[config.mk]
export PLATFORM = sky130hd
export DESIGN_NAME = keypad_scanner_flat
export DESIGN_NICKNAME = d
export VERILOG_FILES = /design/src/rtl/keypad_pkg.sv /design/src/rtl/keypad_if.sv /design/src/rtl/keypad_sync.sv /design/src/rtl/keypad_scanner.sv /design/src/flat_wrapper.sv
export SDC_FILE = /design/constraint.sdc
export NUM_CORES = 1
export LEC_CHECK = 0
export ABC_AREA = 1
export CORE_MARGIN = 5
export CORE_UTILIZATION = 26
export DETAILED_ROUTE_END_ITERATION = 8
export PLACE_DENSITY = 0.4
export SETUP_SLACK_MARGIN = 0.1
export SLEW_MARGIN = 0
export SYNTH_ARGS = -nofsm -noshare
export SYNTH_HDL_FRONTEND = slang
export SYNTH_SLANG_ARGS = --single-unit
[constraint.sdc]
create_clock -name CLK -period 4.4 [get_ports CLK]
set_input_delay 0.88 -clock CLK [delete_from_list [all_inputs] [get_ports CLK]]
set_output_delay 0.88 -clock CLK [all_outputs]
set_load 0.02 [all_outputs]
[src/rtl/keypad_pkg.sv]
// Shared types and constants for the 4x4 keypad scanner: FSM states, key map, idle row pattern.
// No logic or state of its own.
package keypad_pkg;

    typedef enum logic [1:0] {
        SCAN,
        DEBOUNCE,
        PRESSED,
        RELEASE
    } state_t;

    localparam logic [3:0] ROW_IDLE = 4'hF;

    // Indexed by {row, col}; mirrors the legend printed on the keypad.
    localparam logic [3:0] KEY_MAP [16] = '{
        4'h1, 4'h2, 4'h3, 4'hA,
        4'h4, 4'h5, 4'h6, 4'hB,
        4'h7, 4'h8, 4'h9, 4'hC,
        4'hE, 4'h0, 4'hF, 4'hD
    };

    function automatic logic [3:0] key_lookup(input logic [1:0] r, input logic [1:0] c);
        return KEY_MAP[{r, c}];
    endfunction

    function automatic logic [1:0] lowest_low(input logic [3:0] col);
        if (!col[0])      return 2'd0;
        else if (!col[1]) return 2'd1;
        else if (!col[2]) return 2'd2;
        else              return 2'd3;
    endfunction

endpackage

[src/rtl/keypad_if.sv]
// Keypad pins plus the decoded key/data bus toward the hex display.
// master = scanner side; slave = keypad/display side.
interface keypad_if;
    logic [3:0]  COL;
    logic [3:0]  ROW;
    logic [3:0]  key_code;
    logic        key_valid;
    logic        key_down;
    logic [15:0] data;

    modport master (input COL, output ROW, output key_code, output key_valid,
                    output key_down, output data);
    modport slave  (output COL, input ROW, input key_code, input key_valid,
                    input key_down, input data);
endinterface

[src/rtl/keypad_sync.sv]
// Two-flop synchroniser for the asynchronous keypad columns, resets to "no key" (all high).
// Latency 2 CLK cycles; no backpressure.
module keypad_sync (
    input  logic       CLK,
    input  logic       RST_N,
    input  logic [3:0] d,
    output logic [3:0] q
);
    logic [3:0] meta;

    always_ff @(posedge CLK or negedge RST_N) begin
        if (!RST_N) begin
            meta <= 4'hF;
            q    <= 4'hF;
        end else begin
            meta <= d;
            q    <= meta;
        end
    end
endmodule

[src/rtl/keypad_scanner.sv]
// 4x4 keypad row scanner/debouncer; emits hex code strobe and shifts it into a 4-digit register.
// Strobe DEBOUNCE_TICKS scan ticks after detection; no backpressure. Auto-repeat under KEYPAD_REPEAT_EN.
module keypad_scanner
    import keypad_pkg::*;
#(
    parameter int SCAN_DIV       = 50000,
    parameter int DEBOUNCE_TICKS = 4,
    parameter int REPEAT_DELAY   = 64,
    parameter int REPEAT_RATE    = 16
) (
    input  logic     CLK,
    input  logic     RST_N,
    keypad_if.master kp
);
    localparam int DIV_W = $clog2(SCAN_DIV);
    localparam int CNT_W = $clog2(DEBOUNCE_TICKS + 1);

    if (SCAN_DIV < 4 || DEBOUNCE_TICKS < 1 || REPEAT_RATE < 1 || REPEAT_DELAY < REPEAT_RATE) begin : g_bad_cfg
        $error("keypad_scanner: invalid parameter set");
    end

    logic [DIV_W-1:0] div;
    logic             scan_tick;
    logic [3:0]       col_s;
    state_t           state;
    logic [1:0]       row_idx, cand_row, cand_col;
    logic [CNT_W-1:0] cnt, cnt_nxt;
    logic             cand_low, cnt_done;
    logic [3:0]       row_q, code_q;
    logic             vld_q, down_q;
    logic [15:0]      data_q;

    keypad_sync u_sync (.CLK(CLK), .RST_N(RST_N), .d(kp.COL), .q(col_s));

    assign scan_tick = (div == DIV_W'(SCAN_DIV - 1));
    assign cand_low  = ~col_s[cand_col];
    assign cnt_nxt   = cnt + CNT_W'(1);
    assign cnt_done  = (cnt_nxt >= CNT_W'(DEBOUNCE_TICKS));

`ifdef KEYPAD_REPEAT_EN
    localparam int HOLD_W = $clog2(REPEAT_DELAY + 1);
    logic [HOLD_W-1:0] hold, hold_nxt;
    assign hold_nxt = hold + HOLD_W'(1);
`endif

    always_ff @(posedge CLK or negedge RST_N) begin
        if (!RST_N) begin
            div      <= '0;
            state    <= SCAN;
            row_idx  <= 2'd0;
            cand_row <= 2'd0;
            cand_col <= 2'd0;
            cnt      <= '0;
            row_q    <= ROW_IDLE;
            code_q   <= 4'h0;
            vld_q    <= 1'b0;
            down_q   <= 1'b0;
            data_q   <= 16'h0000;
`ifdef KEYPAD_REPEAT_EN
            hold     <= '0;
`endif
        end else begin
            vld_q <= 1'b0;
            row_q <= ~(4'b0001 << row_idx);
            div   <= scan_tick ? '0 : div + DIV_W'(1);
            if (scan_tick) begin
                case (state)
                    SCAN: begin
                        if (col_s != ROW_IDLE) begin
                            cand_row <= row_idx;
                            cand_col <= lowest_low(col_s);
                            cnt      <= CNT_W'(1);
                            state    <= DEBOUNCE;
                        end else begin
                            row_idx <= row_idx + 2'd1;
                        end
                    end
                    DEBOUNCE: begin
                        if (!cand_low) begin
                            state   <= SCAN;
                            row_idx <= cand_row + 2'd1;
                        end else if (cnt_done) begin
                            state  <= PRESSED;
                            vld_q  <= 1'b1;
                            down_q <= 1'b1;
                            code_q <= key_lookup(cand_row, cand_col);
                            data_q <= {data_q[11:0], key_lookup(cand_row, cand_col)};
`ifdef KEYPAD_REPEAT_EN
                            hold   <= '0;
`endif
                        end else begin
                            cnt <= cnt_nxt;
                        end
                    end
                    PRESSED: begin
                        if (!cand_low) begin
                            state <= RELEASE;
                            cnt   <= CNT_W'(1);
                        end
`ifdef KEYPAD_REPEAT_EN
                        // Rewinding by REPEAT_RATE keeps later repeats on a fixed cadence.
                        else if (hold_nxt >= HOLD_W'(REPEAT_DELAY)) begin
                            hold   <= HOLD_W'(REPEAT_DELAY - REPEAT_RATE);
                            vld_q  <= 1'b1;
                            data_q <= {data_q[11:0], code_q};
                        end else begin
                            hold <= hold_nxt;
                        end
`endif
                    end
                    RELEASE: begin
                        if (cand_low) begin
                            state <= PRESSED;
                        end else if (cnt_done) begin
                            state   <= SCAN;
                            down_q  <= 1'b0;
                            row_idx <= cand_row + 2'd1;
                        end else begin
                            cnt <= cnt_nxt;
                        end
                    end
                    default: state <= SCAN;
                endcase
            end
        end
    end

    assign kp.ROW       = row_q;
    assign kp.key_code  = code_q;
    assign kp.key_valid = vld_q;
    assign kp.key_down  = down_q;
    assign kp.data      = data_q;
endmodule

[src/flat_wrapper.sv]
// flat-port wrapper written by rule: the top's interface ports become plain ports
module keypad_scanner_flat import keypad_pkg::*;
#(
    parameter int SCAN_DIV       = 50000,
    parameter int DEBOUNCE_TICKS = 4,
    parameter int REPEAT_DELAY   = 64,
    parameter int REPEAT_RATE    = 16
)
  (CLK, RST_N, kp_COL, kp_ROW, kp_key_code, kp_key_valid, kp_key_down, kp_data);
  keypad_if kp_i ();
  input  logic CLK;
  input  logic RST_N;
  input wire logic [$bits(kp_i.COL)-1:0] kp_COL;
  output wire logic [$bits(kp_i.ROW)-1:0] kp_ROW;
  output wire logic [$bits(kp_i.key_code)-1:0] kp_key_code;
  output wire logic [$bits(kp_i.key_valid)-1:0] kp_key_valid;
  output wire logic [$bits(kp_i.key_down)-1:0] kp_key_down;
  output wire logic [$bits(kp_i.data)-1:0] kp_data;
  assign kp_i.COL = kp_COL;
  assign kp_ROW = kp_i.ROW;
  assign kp_key_code = kp_i.key_code;
  assign kp_key_valid = kp_i.key_valid;
  assign kp_key_down = kp_i.key_down;
  assign kp_data = kp_i.data;
  keypad_scanner #(.SCAN_DIV(SCAN_DIV), .DEBOUNCE_TICKS(DEBOUNCE_TICKS), .REPEAT_DELAY(REPEAT_DELAY), .REPEAT_RATE(REPEAT_RATE)) u_core (.CLK(CLK), .RST_N(RST_N), .kp(kp_i));
endmodule
After elaboration in Yosys (flattened, before gate mapping):

Memory sizes are Yosys's and may differ from the RTL's.
Index checks and enable logic that the tools add are counted.

* register bits after elaboration: 61
* bits in read-only memories: 64
* bits of input ports: 6
* output and inout port bits: 26
* logic and storage cells: 84
* memories: 1

Memories
* (name not given): words 16, width 4, read ports 1, clocked after Yosys merged registers in 0, wr ports 0, RTL line keypad_pkg.sv:23 `return KEY_MAP[{r, c}];`

* $add $sub $neg: 4
* order comparisons: 3
* eq/ne operators: 15
* shift-type cells: 1
* muxes and demuxes: 35
* bitwise gates (word level): 3
* reductions and logical operators: 9

Operator list (count)
* 2-bit 2-to-1 mux: 12
* 16-bit by 1-bit adder with 16-bit output (second input constant): 1
* 16-bit == test (second input constant): 1
* 16-bit 2-to-1 mux: 1
* 3-bit 2-to-1 mux: 5
* 2-bit by 1-bit != test with 1-bit output (second input constant): 6
* 3-bit case mux with 4 select lines: 1
* 6-bit AND reduction: 2
* 1-bit 2-to-1 mux: 10
* 5-bit AND reduction: 2
* 4-bit 2-to-1 mux: 2
* 2-bit case mux with 4 select lines: 1
* 2-bit case mux with 3 select lines: 1
* 5-bit greater-or-equal comparator (second input constant): 1
* 4-bit NOT with 5-bit output: 1
* 2-bit by 1-bit adder with 2-bit output (second input constant): 2
* 2-bit == test (second input constant): 2
* 2-bit != test (second input constant): 2
* 4-bit != test (second input constant): 1
* 4-bit NOT: 1
* 4-bit AND reduction: 1
* 1-bit by 2-bit left shift with 4-bit output (first input constant): 1
* 3-bit by 1-bit adder with 3-bit output (second input constant): 1
* 3-bit greater-or-equal comparator (second input constant): 1
* 11 further kinds: 11

Depth between registers and ports, before layout:

Gate-level depths: netlist of run 1.

* depth in word-level cells: 6
* gate-level depth with buffers: 12

Cells and area by module:

From an unflattened synthesis of run 1, not the netlist that was laid out.

* cell total of the unflattened synthesis: 330
* area, all modules: 2924.1 um2

Modules (own cells, without submodules)
* keypad_scanner: instances 1, cells each 322, area each 2713.9 um2, seq. area each 1231.2 um2
* keypad_sync: instances 1, cells each 8, area each 210.2 um2, seq. area each 210.2 um2

Worst setup path before layout of run 1:

Ideal clock, no wire load.

* path type: register to register
* from: register u_core.div[0]
* to: register (tool-made name)
* setup time: 0.117 ns
* arrival: 1.424 ns
* slack: 2.859 ns
* cell stages (with the launch flop): 12
* clock period less this slack: 1.541 ns
* cell sequence: dfrtp_1 ha_1 nand2_2 nor2_4 nand3_2 nor2_4 buf_6 nand2_1 nor2_1 nand3_1 nand2_1 nand2_1

RTL lines
* start: declaration: RTL line keypad_scanner.sv:22 `logic [DIV_W-1:0] div;`
* start signal: assignment: RTL line keypad_scanner.sv:65 `div <= scan_tick ? '0 : div + DIV_W'(1);`

Worst setup path after layout of run 1:

* from: register u_core.row_q[0] (netlist: u_core.kp.ROW[0])
* to: output port kp_ROW[0]

RTL lines
* start: declaration: RTL line keypad_scanner.sv:29 `logic [3:0] row_q, code_q;`
* start signal: assignment: RTL line keypad_scanner.sv:64 `row_q <= ~(4'b0001 << row_idx);`
* end: declaration: RTL line flat_wrapper.sv:14 `output wire logic [$bits(kp_i.ROW)-1:0] kp_ROW;`

No word-level cell between the ends.

==> summary.md, run 1 <==
| Metric | Value |
|---|---|
| Syn Area/Cell | `8.29 um^2` |
| Crit path DAT | `1.44 ns` |
| H-tree lvl count | `3` |
| Crit path required time | `3.52 ns` |
| Core ar. | `0.0107 mm^2` |
| Antenna violations before repair | `0` |
| Register area | `0.00144 mm^2` |
| Post-CTS Setup Repair Bufs | `0` |
| # rows | `38` |
| Part of the Yosys area used for sequential elements | `51.0%` |
| Grt ovf | `0` |
| Clock-pin transition on the worst setup and hold timing paths | `0.07 ns` |
| Nets | `387` |
| Routed wire length | `5690 um` |
| VDD IR max | `0.134 mV` |
| CP Cell Sequence | `clkdlybuf4s50_1` |
| DRT Pass-1 Iters | `4` |
| Post-layout min period | `2.32 ns` |
| Final Cycle Share | `52.8%` |
| Status | `complete, no violations` |
| CP top delay family | `buffers and inverters` |
| Layout cells sized above 1 | `14.0%` |
| LEAKAGE | `1.63 nW` |
| Layout Skew | `0.0158 ns` |
| DRT antenna net count | `0` |
| HPWL after DPL | `4090 um` |
| Crit path largest cell delay | `0.60 ns` |
| Post-Syn Instances | `341` |
| Synth Register Bits | `57` |
| P&R area growth vs syn | `21.3%` |
| Footprint of the multi-input gates | `0.00114 mm^2` |
| Tot GR Track Use | `9.55%` |
| Die Height | `114 um` |
| Async S/R FF share, synth | `100%` |
| Fmax | `431 MHz` |
| Placed insts | `503` |
| Setup TNS | `0 ns` |
| Top FF cell, synth | `dfrtp_1` |
| Die area | `0.0131 mm^2` |
| Layout fillers | `1166` |
| Clock Latency Late Sink | `0.34 ns` |
| Root buf cell | `clkbuf_8` |
| Initial Util | `26.3%` |
| Crit-path slowest cell | `clkdlybuf4s50_1` |
| Fin. max-slew vios | `0` |
| Worst path bufs/invs | `1` |
| Actual slew at the worst max-slew pin | `0.492 ns` |
| Initial DRC Count | `64` |
| Slew HR | `67.2%` |
| Unique masters post-synth | `31` |
| DRC | `0` |
| Final GP Congestion | `0.793` |
| N_diodes | `0` |
| Hold crit path type | `reg2reg` |
| CTS Buffer Depth | `2` |
| CTS Sinks | `57` |
| Vias per cell | `4.16` |
| Avg WL per Cell | `11.0 um` |
| Hold Buf Count CTS | `0` |
| Vias in the first global route | `2023` |
| Hold Vio Cnt, Final | `0` |
| Post-synth EDFFs | `0` |
| Largest net degree at the start of global routing | `37` |
| Number of max-cap violations | `0` |
| Final cell count without fillers | `519` |
| Critical path startpoint category | `flip-flop` |
| Crit path kind | `reg2out` |
| Synthesis warning total | `0` |
| Port Buffers | `31` |
| CTS tree | `done` |
| Critical path capture point type | `output pin` |
| Io pins | `32` |
| Die X | `114 um` |
| Global-route wire length before repair | `9900 um` |
| Post_cts resized | `0` |
| Syn Std Cell Area | `0.00283 mm^2` |
| RSZ-0062 raised after global routing | `false` |
| Vias | `2161` |
| Crit-path max FO | `1` |
| CTS buffer count | `9` |
| Setup-failing EPs final | `0` |
| Mapped Nets | `354` |
| Power per cell area | `304 mW/mm^2` |
| Final total power | `1.04 mW` |
[final timing paths]
| kind | from | to | slack (ns) | cells after the start |
|---|---|---|---|---|
| setup / recovery | u_core.kp.ROW[0]$_DFF_PN1_ | kp_ROW[0] | 2.08 | 1 |
| hold reg to reg | u_core.u_sync.meta[0]$_DFF_PN1_ | u_core.u_sync.q[0]$_DFF_PN1_ | 0.35 | 0 |
| setup reg to reg | u_core.div[0]$_DFF_PN0_ | u_core.kp.data[3]$_DFFE_PN0P_ | 2.32 | 8 |
| hold / removal | u_core.u_sync.meta[0]$_DFF_PN1_ | u_core.u_sync.q[0]$_DFF_PN1_ | 0.35 | 0 |
| min in group asynchronous | RST_N | u_core.div[12]$_DFF_PN0_ | 0.50 | 1 |
| max in group asynchronous | RST_N | u_core.kp.ROW[1]$_DFF_PN1_ | 3.04 | 2 |
[synthesized netlist by cell type, types with 3 or more instances]
cell type	number	share of area (%)
nand2_1	100	13
dfrtp_1	45	40
inv_1	41	5.4
nor2_1	36	4.8
o21ai_0	19	3.4
nand3_1	18	3.2
nand2_2	13	2.9
dfstp_2	12	11
ha_1	7	3.1
xor2_1	6	1.9
nand4_1	5	1.1
nor3_1	5	0.89
a21oi_1	4	0.71
buf_4	4	1.1
buf_2	3	0.53
o22ai_1	3	0.66
[final cells by class]
cell class | count | share of cell area, %
tap | 140 | 5.11
timing repair buffer | 32 | 9.12
sequential | 57 | 42.0
inverter | 44 | 4.85
multi-input combinational | 230 | 33.2
clock inverter | 7 | 2.08
clock buffer | 9 | 3.61
[layout by cell type, fill, tap and decap left out, drive strengths merged]
cell / count
nand2: 113
dfrtp: 45
inv: 43
nor2: 40
clkdlybuf4s50: 30
nand3: 20
o21ai: 19
dfstp: 12
clkbuf: 9
ha: 7
xor2: 6
nand4: 6
nor3: 5
a21oi: 4
clkinv: 4
o22ai: 3
clkinvlp: 3
a31oi: 2
buf: 2
nor4: 1
o21bai: 1
xnor2: 1
nand3b: 1
o31ai: 1
bufinv: 1
[through the flow]
stage | setup WS (ns) | area, um^2 | utilization, % | hold WS, ns
finish | 2.08 | 3430 | 31.9 | 0.352
global route | 2.00 | 3430 | 31.9 | 0.361
CTS | 2.05 | 3430 | 31.9 | 0.354
detailed placement | 2.28 | 3230 | 30.1 | 0.347
global placement | 2.33 | 3230 | 30.1 | 0.346
floorplan | 2.86 | 2830 | - | 0.345
[power breakdown]
group          total, mW  leakage, nW  internal, mW  switching [mW]
Combinational     0.0203        0.796       0.00587          0.0144
Sequential         0.533        0.741         0.531         0.00209
Clock              0.489       0.0912         0.260           0.229
[cell families (layout without fill, tap and decap cells)]
group                      Yosys count  count (layout)  share of synthesized area (%)
DFF                                 57              57                           51.0
AOI/OAI and AO/OA                   30              30                           5.71
xor gates and xnor gates             7               7                           2.17
buffers and inverters               54              92                           8.72
adders and majority gates            7               7                           3.10
and+or+nand+nor                    186             186                           29.3
[routing by layer]
layer  track usage [%]  wire length [um]
met5                 0                 0
met2              13.1              2330
met3              3.07               279
met1              13.7              2980
met4              4.04                96
[flip-flops by register name (all words and copies together), names as in the netlist, named ones only]
name / flops
u_core.state: 1
u_core.div: 16
u_core.u_sync.q: 4
u_core.cand_col: 2
u_core.kp.key_valid: 1
u_core.u_sync.meta: 4
u_core.cnt: 3
u_core.row_idx: 2
u_core.kp.data: 16
u_core.kp.ROW: 4
u_core.kp.key_down: 1
u_core.cand_row: 2
Power figures use the tool's default switching activity.
==> run 2, diff against run 1 <==
--- a/config.mk
+++ b/config.mk
@@ -9,7 +9,7 @@
 export CORE_MARGIN = 5
 export CORE_UTILIZATION = 26
 export DETAILED_ROUTE_END_ITERATION = 8
-export PLACE_DENSITY = 0.4
+export PLACE_DENSITY = 0.42
 export SETUP_SLACK_MARGIN = 0.1
 export SLEW_MARGIN = 0
 export SYNTH_ARGS = -nofsm -noshare
==> constraint.sdc (replaced) <==
create_clock -name CLK -period 1.9 [get_ports CLK]
set_input_delay 0.38 -clock CLK [delete_from_list [all_inputs] [get_ports CLK]]
set_output_delay 0.38 -clock CLK [all_outputs]
set_load 0.02 [all_outputs]
==> run 2 against run 1 <==
Flip-flop and latch count is the same. Wire length grew 2.9%. Critical endpoint is now kp_data[5]. Largest power group is now the clock network. Critical path type unchanged. Cell count grew 1.2%. Register-to-register slack lost 2.1 ns.
==> summary.md, run 2 (same netlist as run 1, synthesis figures left out) <==
| Metric | Value |
|---|---|
| Clock Latency Late Sink | `0.33 ns (about the same)` |
| CP top delay family | `buffers and inverters` |
| Most common cell after layout, fill and taps aside | `nand2_1` |
| Port Buffers | `31 (unchanged)` |
| P&R area growth vs syn | `27.8%` |
| HPWL after DPL | `4080 um (-0.26%)` |
| Layout Skew | `0.00652 ns (-0.00923 ns)` |
| Setup-failing EPs final | `0 (unchanged)` |
| Final Util | `33.6% (+1.7 points)` |
| Placed insts | `507 (+0.80%)` |
| Footprint of the multi-input gates | `0.00117 mm^2 (+2.4%)` |
| Critical path capture point type | `output pin` |
| Crit-path max FO | `3 (+2)` |
| Actual slew at the worst max-slew pin | `0.344 ns (-0.148 ns)` |
| CTS tree | `done` |
| Core ar. | `0.0107 mm^2 (unchanged)` |
| Avg WL per Cell | `11.1 um (+1.7%)` |
| Routed wire length | `5850 um (+2.9%)` |
| Power per cell area | `786 mW/mm^2 (+160%)` |
| Crit path required time | `1.52 ns (-2.00 ns)` |
| Hold crit path type | `in2async` |
| Setup TNS | `0 ns (unchanged)` |
| DRT antenna net count | `0 (unchanged)` |
| H-tree lvl count | `3 (unchanged)` |
| Layout cells sized above 1 | `16.9% (+2.9 points)` |
| # rows | `38 (unchanged)` |
| Final setup margin | `0.171 ns (-1.91 ns)` |
| VDD IR max | `0.381 mV (+180%)` |
| Final Instance Area | `0.00361 mm^2 (+5.3%)` |
| Vias in the first global route | `2131 (+5.3%)` |
| Largest net degree at the start of global routing | `58 (+57%)` |
| Root buf cell | `clkbuf_8` |
| Pre-CTS setup slack | `0.187 ns (-2.09 ns)` |
| Final Cycle Share | `91.0%` |
| Status | `complete, no violations` |
| Fin. max-slew vios | `0 (unchanged)` |
| Crit path from | `u_core.kp.data[5]$_DFFE_PN0P_` |
| WHS | `0.0275 ns (-0.325 ns)` |
| Hold Vio Cnt, Final | `0 (unchanged)` |
| Crit path kind | `reg2out` |
| Number of max-cap violations | `0 (unchanged)` |
| LEAKAGE | `1.80 nW (+11%)` |
| Initial DRC Count | `128 (+100%)` |
| Vias | `2218 (+2.6%)` |
| CTS Buffer Depth | `2 (unchanged)` |
| Grt ovf | `0 (unchanged)` |
| Slew HR | `77.0% (+9.8 points)` |
| Nets | `393 (+1.6%)` |
| DRT Pass-1 Iters | `6 (+2)` |
| RSZ-0062 raised after global routing | `true` |
| Final GP Congestion | `0.780 (-1.6%)` |
| Register area | `0.00144 mm^2 (unchanged)` |
| CTS buffer count | `9 (unchanged)` |
| Post-DP Area | `0.00328 mm^2 (+1.3%)` |
| Io pins | `32 (unchanged)` |
| Crit path DAT | `1.35 ns (-0.09 ns)` |
| Worst path bufs/invs | `1 (unchanged)` |
| Commonest non-fill, non-tap cells in the layout | `99 x nand2_1, 45 x dfrtp_1, 40 x inv_1, 34 x nor2_1, 21 x clkdlybuf4s50_1` |
| Post-layout min period | `1.73 ns` |
| Global-route wire length before repair | `9980 um (+0.77%)` |
| N_diodes | `0 (unchanged)` |
| Final total power | `2.84 mW (+170%)` |
| Die Height | `114 um (unchanged)` |
| Tot GR Track Use | `9.48% (-0.067 points)` |
| Crit path largest cell delay | `0.63 ns (+0.03 ns)` |
| Die area | `0.0131 mm^2 (unchanged)` |
| Layout fillers | `1166 (unchanged)` |
| Critical path startpoint category | `flip-flop` |
| Clock-pin transition on the worst setup and hold timing paths | `0.07 ns (about the same)` |
| Critical R2R Launch | `u_core.div[0]$_DFF_PN0_` |
| Vias per cell | `4.22 (+1.5%)` |
| Initial Util | `26.3% (unchanged)` |
| CTS Sinks | `57 (unchanged)` |
| Antenna violations before repair | `0 (unchanged)` |
| CP Cell Sequence | `clkdlybuf4s50_1` |
| Final cell count without fillers | `525 (+1.2%)` |
| Crit-path slowest cell | `clkdlybuf4s50_1` |
| Die X | `114 um (unchanged)` |
| Fmax | `579 MHz` |
| DRC | `0 (unchanged)` |
## run 2: repair_timing
action | 4_1_cts | 5_1_grt
endpoints found under the hold margin | 0 | 0
buffers inserted | 0 | 2
gates resized for setup | 4 | 18
pin swaps | 0 | 6
hold buffers | 0 | 0
setup endpoints to repair | 4 | 19
## run 2: report_power, final
group | switching (mW) | internal [mW] | leakage, nW
registers | 0.00499 | 1.23 | 0.741
logic | 0.0348 | 0.0167 | 0.924
clock network | 0.481 | 1.07 | 0.140
## run 2: layout make-up
class | instances | area share (%)
sequential | 57 | 39.9
multi-input combinational | 230 | 32.3
timing repair buffer | 38 | 10.7
tap | 140 | 4.85
inverter | 44 | 4.64
clock buffer | 11 | 4.19
clock inverter | 5 | 3.46
## run 2: worst paths after layout
check | slack (ns) | endpoint | cells past startpoint
hold / removal | 0.03 | u_core.div[10]$_DFF_PN0_ | 2
hold reg to reg | 0.36 | u_core.u_sync.q[2]$_DFF_PN1_ | 0
max in group asynchronous | 1.53 | u_core.kp.ROW[2]$_DFF_PN1_ | 2
setup / recovery | 0.17 | kp_data[5] | 1
setup reg to reg | 0.20 | u_core.cnt[0]$_DFFE_PN0P_ | 11
min in group CLK | 0.36 | u_core.u_sync.q[2]$_DFF_PN1_ | 0
## run 2: metal layers
| layer | wire [um] | up-vias | GRT usage (%) |
|---|---|---|---|
| met4 | 123 | 0 | 4.99 |
| met1 | 2980 | 1040 | 13.1 |
| met5 | 0 | - | 0 |
| met2 | 2500 | 31 | 13.7 |
| li1 | - | 1140 | - |
| met3 | 241 | 7 | 2.22 |
